### src/rtl/async_fifo_wr_arbiter.sv
// rtl/async_fifo_wr_arbiter.sv - round-robin burst arbiter sharing one FIFO write port
//
// Purpose: grants the write port of custom_async_fifo to one of NREQ producers
// at a time, for at most BURST accepted words, rotating round-robin. Stalls on
// fifo_full_i and counts every committed write.
//
// Ports:
//   wclk_i       write-domain clock
//   wrst_i       synchronous active-high reset
//   req_i        per-requester valid
//   data_i       packed data, requester k at [k*SIZE +: SIZE]
//   gnt_o        registered one-hot grant, zero when idle
//   fifo_full_i  FIFO full flag, used unregistered
//   wen_o        FIFO write enable (combinational)
//   din_o        FIFO write data (combinational)
//   busy_o       registered, high while a grant is held
//   wr_count_o   registered count of accepted words, wraps at 2^16

module async_fifo_wr_arbiter #(
    parameter int NREQ  = 4,
    parameter int SIZE  = 8,
    parameter int BURST = 4
) (
    input  logic                 wclk_i,
    input  logic                 wrst_i,
    input  logic [NREQ-1:0]      req_i,
    input  logic [NREQ*SIZE-1:0] data_i,
    output logic [NREQ-1:0]      gnt_o,
    input  logic                 fifo_full_i,
    output logic                 wen_o,
    output logic [SIZE-1:0]      din_o,
    output logic                 busy_o,
    output logic [15:0]          wr_count_o
);

    localparam int IW  = (NREQ  > 1) ? $clog2(NREQ)  : 1;
    localparam int BCW = (BURST > 1) ? $clog2(BURST) : 1;

    localparam logic [0:0] ST_IDLE  = 1'b0;
    localparam logic [0:0] ST_GRANT = 1'b1;

    localparam logic [IW-1:0]  LAST_IDX   = IW'(NREQ - 1);
    localparam logic [BCW-1:0] BURST_LAST = BCW'(BURST - 1);

    logic [0:0]      state_q,     state_d;
    logic [NREQ-1:0] gnt_q,       gnt_d;
    logic [IW-1:0]   gidx_q,      gidx_d;
    logic [IW-1:0]   rr_ptr_q,    rr_ptr_d;
    logic [BCW-1:0]  burst_cnt_q, burst_cnt_d;
    logic [15:0]     wr_count_q,  wr_count_d;

    logic            granted_req;
    logic            accept;
    logic            rel_burst;
    logic            rel_drop;
    logic [IW-1:0]   scan_start;
    logic [NREQ-1:0] scan_mask;
    logic [IW:0]     pick;

    // Index increment modulo NREQ (NREQ need not be a power of two).
    function automatic logic [IW-1:0] inc_idx(input logic [IW-1:0] i);
        return (i == LAST_IDX) ? '0 : i + IW'(1);
    endfunction

    // First set bit of mask scanning upward from start with wrap.
    // Returns {found, index}.
    function automatic logic [IW:0] rr_pick(input logic [NREQ-1:0] mask,
                                            input logic [IW-1:0]   start);
        logic [IW-1:0] idx;
        logic [IW-1:0] sel;
        logic          found;
        idx   = start;
        sel   = start;
        found = 1'b0;
        for (int i = 0; i < NREQ; i++) begin
            if (!found && mask[idx]) begin
                found = 1'b1;
                sel   = idx;
            end
            idx = inc_idx(idx);
        end
        return {found, sel};
    endfunction

    // gnt_q is non-zero exactly in GRANT, so this is req of the granted index.
    assign granted_req = |(gnt_q & req_i);
    assign accept      = granted_req & ~fifo_full_i & ~wrst_i;
    assign wen_o       = accept;
    assign din_o       = (state_q == ST_GRANT) ? data_i[gidx_q*SIZE +: SIZE] : '0;

    assign gnt_o      = gnt_q;
    assign busy_o     = (state_q == ST_GRANT);
    assign wr_count_o = wr_count_q;

    // A full FIFO blocks accept but not the drop release, so a producer that
    // withdraws while stalled still hands the port on.
    assign rel_burst = accept & (burst_cnt_q == BURST_LAST);
    assign rel_drop  = ~granted_req;

    always_comb begin
        state_d     = state_q;
        gnt_d       = gnt_q;
        gidx_d      = gidx_q;
        rr_ptr_d    = rr_ptr_q;
        burst_cnt_d = burst_cnt_q;
        wr_count_d  = accept ? wr_count_q + 16'd1 : wr_count_q;
        scan_start  = rr_ptr_q;
        scan_mask   = req_i;
        pick        = '0;

        if (state_q == ST_IDLE) begin
            pick = rr_pick(scan_mask, scan_start);
            if (pick[IW]) begin
                state_d     = ST_GRANT;
                gidx_d      = pick[IW-1:0];
                gnt_d       = NREQ'(1) << pick[IW-1:0];
                burst_cnt_d = '0;
            end
        end else begin
            if (rel_burst || rel_drop) begin
                scan_start = inc_idx(gidx_q);
                rr_ptr_d   = scan_start;
                // After a full burst the releasing requester stays eligible
                // (wraps last), so a sole active requester is re-granted.
                if (rel_drop) begin
                    scan_mask[gidx_q] = 1'b0;
                end
                pick        = rr_pick(scan_mask, scan_start);
                burst_cnt_d = '0;
                if (pick[IW]) begin
                    state_d = ST_GRANT;
                    gidx_d  = pick[IW-1:0];
                    gnt_d   = NREQ'(1) << pick[IW-1:0];
                end else begin
                    state_d = ST_IDLE;
                    gnt_d   = '0;
                end
            end else if (accept) begin
                burst_cnt_d = burst_cnt_q + BCW'(1);
            end
        end
    end

    always_ff @(posedge wclk_i) begin
        if (wrst_i) begin
            state_q     <= ST_IDLE;
            gnt_q       <= '0;
            gidx_q      <= '0;
            rr_ptr_q    <= '0;
            burst_cnt_q <= '0;
            wr_count_q  <= '0;
        end else begin
            state_q     <= state_d;
            gnt_q       <= gnt_d;
            gidx_q      <= gidx_d;
            rr_ptr_q    <= rr_ptr_d;
            burst_cnt_q <= burst_cnt_d;
            wr_count_q  <= wr_count_d;
        end
    end

endmodule
### config.mk
export PLATFORM = sky130hd
export DESIGN_NAME = async_fifo_wr_arbiter
export DESIGN_NICKNAME = d
export VERILOG_FILES = /design/src/rtl/async_fifo_wr_arbiter.sv
export SDC_FILE = /design/constraint.sdc
export NUM_CORES = 1
export LEC_CHECK = 0
export BUFFER_PORTS_ARGS = -buffer_cell sky130_fd_sc_hd__buf_4
export CAP_MARGIN = 20
export CORE_MARGIN = 4
export CORE_UTILIZATION = 30
export DETAILED_ROUTE_END_ITERATION = 7
export PLACE_DENSITY = 0.6
export SYNTH_ARGS = -nofsm -noshare
export SYNTH_HDL_FRONTEND = slang
export SYNTH_SLANG_ARGS = --single-unit
### constraint.sdc
create_clock -name wclk_i -period 5.6 [get_ports wclk_i]
set_clock_uncertainty 0.2 [all_clocks]
set_input_delay 0 -clock wclk_i [delete_from_list [all_inputs] [get_ports wclk_i]]
set_output_delay 0 -clock wclk_i [all_outputs]
set_load 0.02 [all_outputs]
==> flow_summary.toml <==
[outcome]
status = "completed"

[clock_network]
cts_root_buffer = "clkbuf_8"
numCtsBuffers = 3
clkSinkCount = 27
h-tree-depth = 1
cts_buffer_depth = 2
clkLatencyLatePin_ns = 0.27
ctsResizeCount = 0
cts_tree = "done"
clk_pin_slew_ns = 0.10

[logic_synthesis]
ys_seq_area_frac = 0.223
yosys_warnings = 0
synthSimpleGateAreaFrac = 0.285
synth_xor_area_frac = 0.0579
synth_adder_area_share = 0.0362
async_flop_share = 0
synth_cells = 288
synth_fp_nets = 334
syn_area_sq_um = 2420
syn-mean-instance-area_sq_um = 8.41
ys_ff_latch = 27
synth_flop_cell = "dfxtp_1"
synth-edff-count = 0
ys_types = 67
synth_compound_area_frac = 0.226
synth.area.mux_share = 0.128
synth_top_family_by_area = "simple AND/OR/NAND/NOR gates"

[grt]
track_usage = 0.137
grt_antenna_before_repair = 0
grt_pass1_vias = 2350
overflow = 0
grt_max_degree = 29
grt_pass1_wl_mm = 11.2

[setup_path]
path_class = "reg -> reg"
r2r_slack_ns = 2.36
worstPathArrival_ns = 3.23
max_stage_delay_ns = 0.74
critPathMaxFanout = 19
crit_path_start_kind = "flip-flop"
crit_required_ns = 5.58
crit_chain = "ha_1 > mux2_2 > a22oi_2 > nand2_1 > nor3_1 > nor3_2 > or3_1 > o32ai_2"
slowest_stage = "dfxtp_1"
worst_setup_path_end_kind = "flip-flop"

[detailed_routing]
wl_mm = 6.90
vias = 2422
drt_first_pass_iters = 4
postRouteAntennaNets = 0
drcViolationCount = 0
drt_iter0_drc = 136
wl_per_cell_um = 15.4
avgViaCountPerCell = 5.39

[die]
die_h_um = 97.8
start_util = 0.312
die_x_um = 97.8
dieArea_sq_um = 9570
core_sq_um = 7770
pin_count = 69
fp-row-count = 32

[sta]
maxSlewViolCount = 0
fin_crit_sh = 0.579
rsz0062_at_grt = "false"
tns_ns = 0
final-setup-viol-count = 0
relSlewSlack = 0.500
fin_crit_ns = 3.24
hold_viol = 0
clock.fmax_mhz = 308
worst_pin_slew_ns = 0.749
holdWs_ns = 0.277

[power]
ir_drop_mv = 0.127
leakage_nw = 1.24
p_total_w = 0.00121
power_density_nw_per_um2 = 395

[placement]
dp_hpwl_mm = 5.33
place_congestion = 0.951
io_buffer_count = 68

[job]
cap_viol_max_count = 0

[layout]
finalNetCount = 394
area_growth_pct = 26.1
diodes = 0
layout-drive-gt1-share = 0.300

[hold_path]
hp-class = "in -> reg"
-- power by group --
part	internal (W)	leakage, nW	switching, W
Combinational	0.000355	0.999	0.000450
Clock	0.0000504	0.0217	0.0000605
Sequential	0.000216	0.219	0.0000758
-- logic make-up after synthesis --
| logic type | Yosys count |
|---|---|
| adder cells (fa/ha/maj) | 7 |
| buffers and inverters | 22 |
| XOR/XNOR | 16 |
| multiplexers | 17 |
| AND/OR/NAND/NOR | 127 |
| AO/OA/AOI/OAI | 72 |
| flip-flops | 27 |
-- what timing repair did --
| action | 4_1_cts | 5_1_grt |
|---|---|---|
| setup endpoints to repair | 0 | 0 |
| buffers inserted | 0 | 0 |
| hold endpoints to repair | 22 | 0 |
| hold buffers | 3 | 0 |
-- layout by cell type (no fill, tap or decap), types with 3 or more instances in the layout --
cell type       n
dfxtp_1        27
nor2b_1         3
nand3_1        14
nor3b_1         3
o21ai_0        15
ha_1            7
nor2_1         31
o211a_1         3
mux4_2         11
nand4_1         4
nor3_1          9
xor2_1         10
buf_4          68
nand2b_1        6
a21oi_1        13
a31oi_1         7
and2_1         12
nand2_1        24
xnor2_1         6
mux2i_1         4
clkbuf_8        3
o21a_1          3
inv_1           6
dlygate4sd3_1   3
-- per-layer routing --
layer,wire length [um],global-route usage,vias up
li1,-,-,1192
met1,3060,0.177,1133
met2,3410,0.230,85
met3,312,0.0214,12
met4,127,0.0490,0
met5,0,0,-
-- synth_stat cells, drive strengths merged (4+ instances only) --
cell / n / share of area
a22oi: 4 / 0.020
o21ai: 16 / 0.035
nor2b: 4 / 0.011
mux2i: 4 / 0.017
nand3: 14 / 0.029
xnor2: 6 / 0.022
a31oi: 8 / 0.023
a21oi: 14 / 0.030
nor3: 11 / 0.027
buf: 10 / 0.025
clkbuf: 6 / 0.0093
ha: 7 / 0.036
inv: 6 / 0.0093
dfxtp: 27 / 0.22
and2: 12 / 0.031
nand2b: 7 / 0.021
nand4: 4 / 0.010
nand2: 24 / 0.037
xor2: 10 / 0.036
mux4: 11 / 0.10
nor2: 32 / 0.051
-- stage by stage --
step	area [sq um]	utilization	std cells	setup slack [ns]
2_1_floorplan	2420	-	288	2.95
3_3_place_gp	2980	0.383	442	2.48
3_5_place_dp	2980	0.383	442	2.39
4_1_cts	3050	0.393	449	2.36
5_1_grt	3050	0.393	449	2.12
6_report	3050	0.393	449	2.36
-- sequential cells by signal, indices dropped and copies added, names as in the netlist --
name,cells
burst_cnt_q,2
gnt_o,4
gidx_q,2
wr_count_o,16
rr_ptr_q,2
busy_o,1
-- critical path, delay by kind of cell (launching register included) --
family          cells  cell delay [ns]
simple gates        4             0.91
flops               1             0.74
compound gates      2             0.42
fa+ha+maj           1             0.48
mux                 1             0.40
-- area by class of cell --
class                      instances  area [sq um]
clock buffer                       3          41.3
clock inverter                     1          7.51
fill                             790          4710
inverter                           6          22.5
multi-input combinational        239          1770
sequential                        27           541
tap                              102           128
timing repair buffer              71           541
-- path summary, 6_finish.rpt --
kind / from / endpoint / cells past startpoint
worst max-delay path: rr_ptr_q[0] / gnt_o[0] / 8
worst min register to register: burst_cnt_q[1] / burst_cnt_q[1] / 2
worst max register to register: rr_ptr_q[0] / gnt_o[0] / 8
worst min-delay path: req_i[3] / gnt_o[1] / 7
Power figures use the tool's default switching activity.
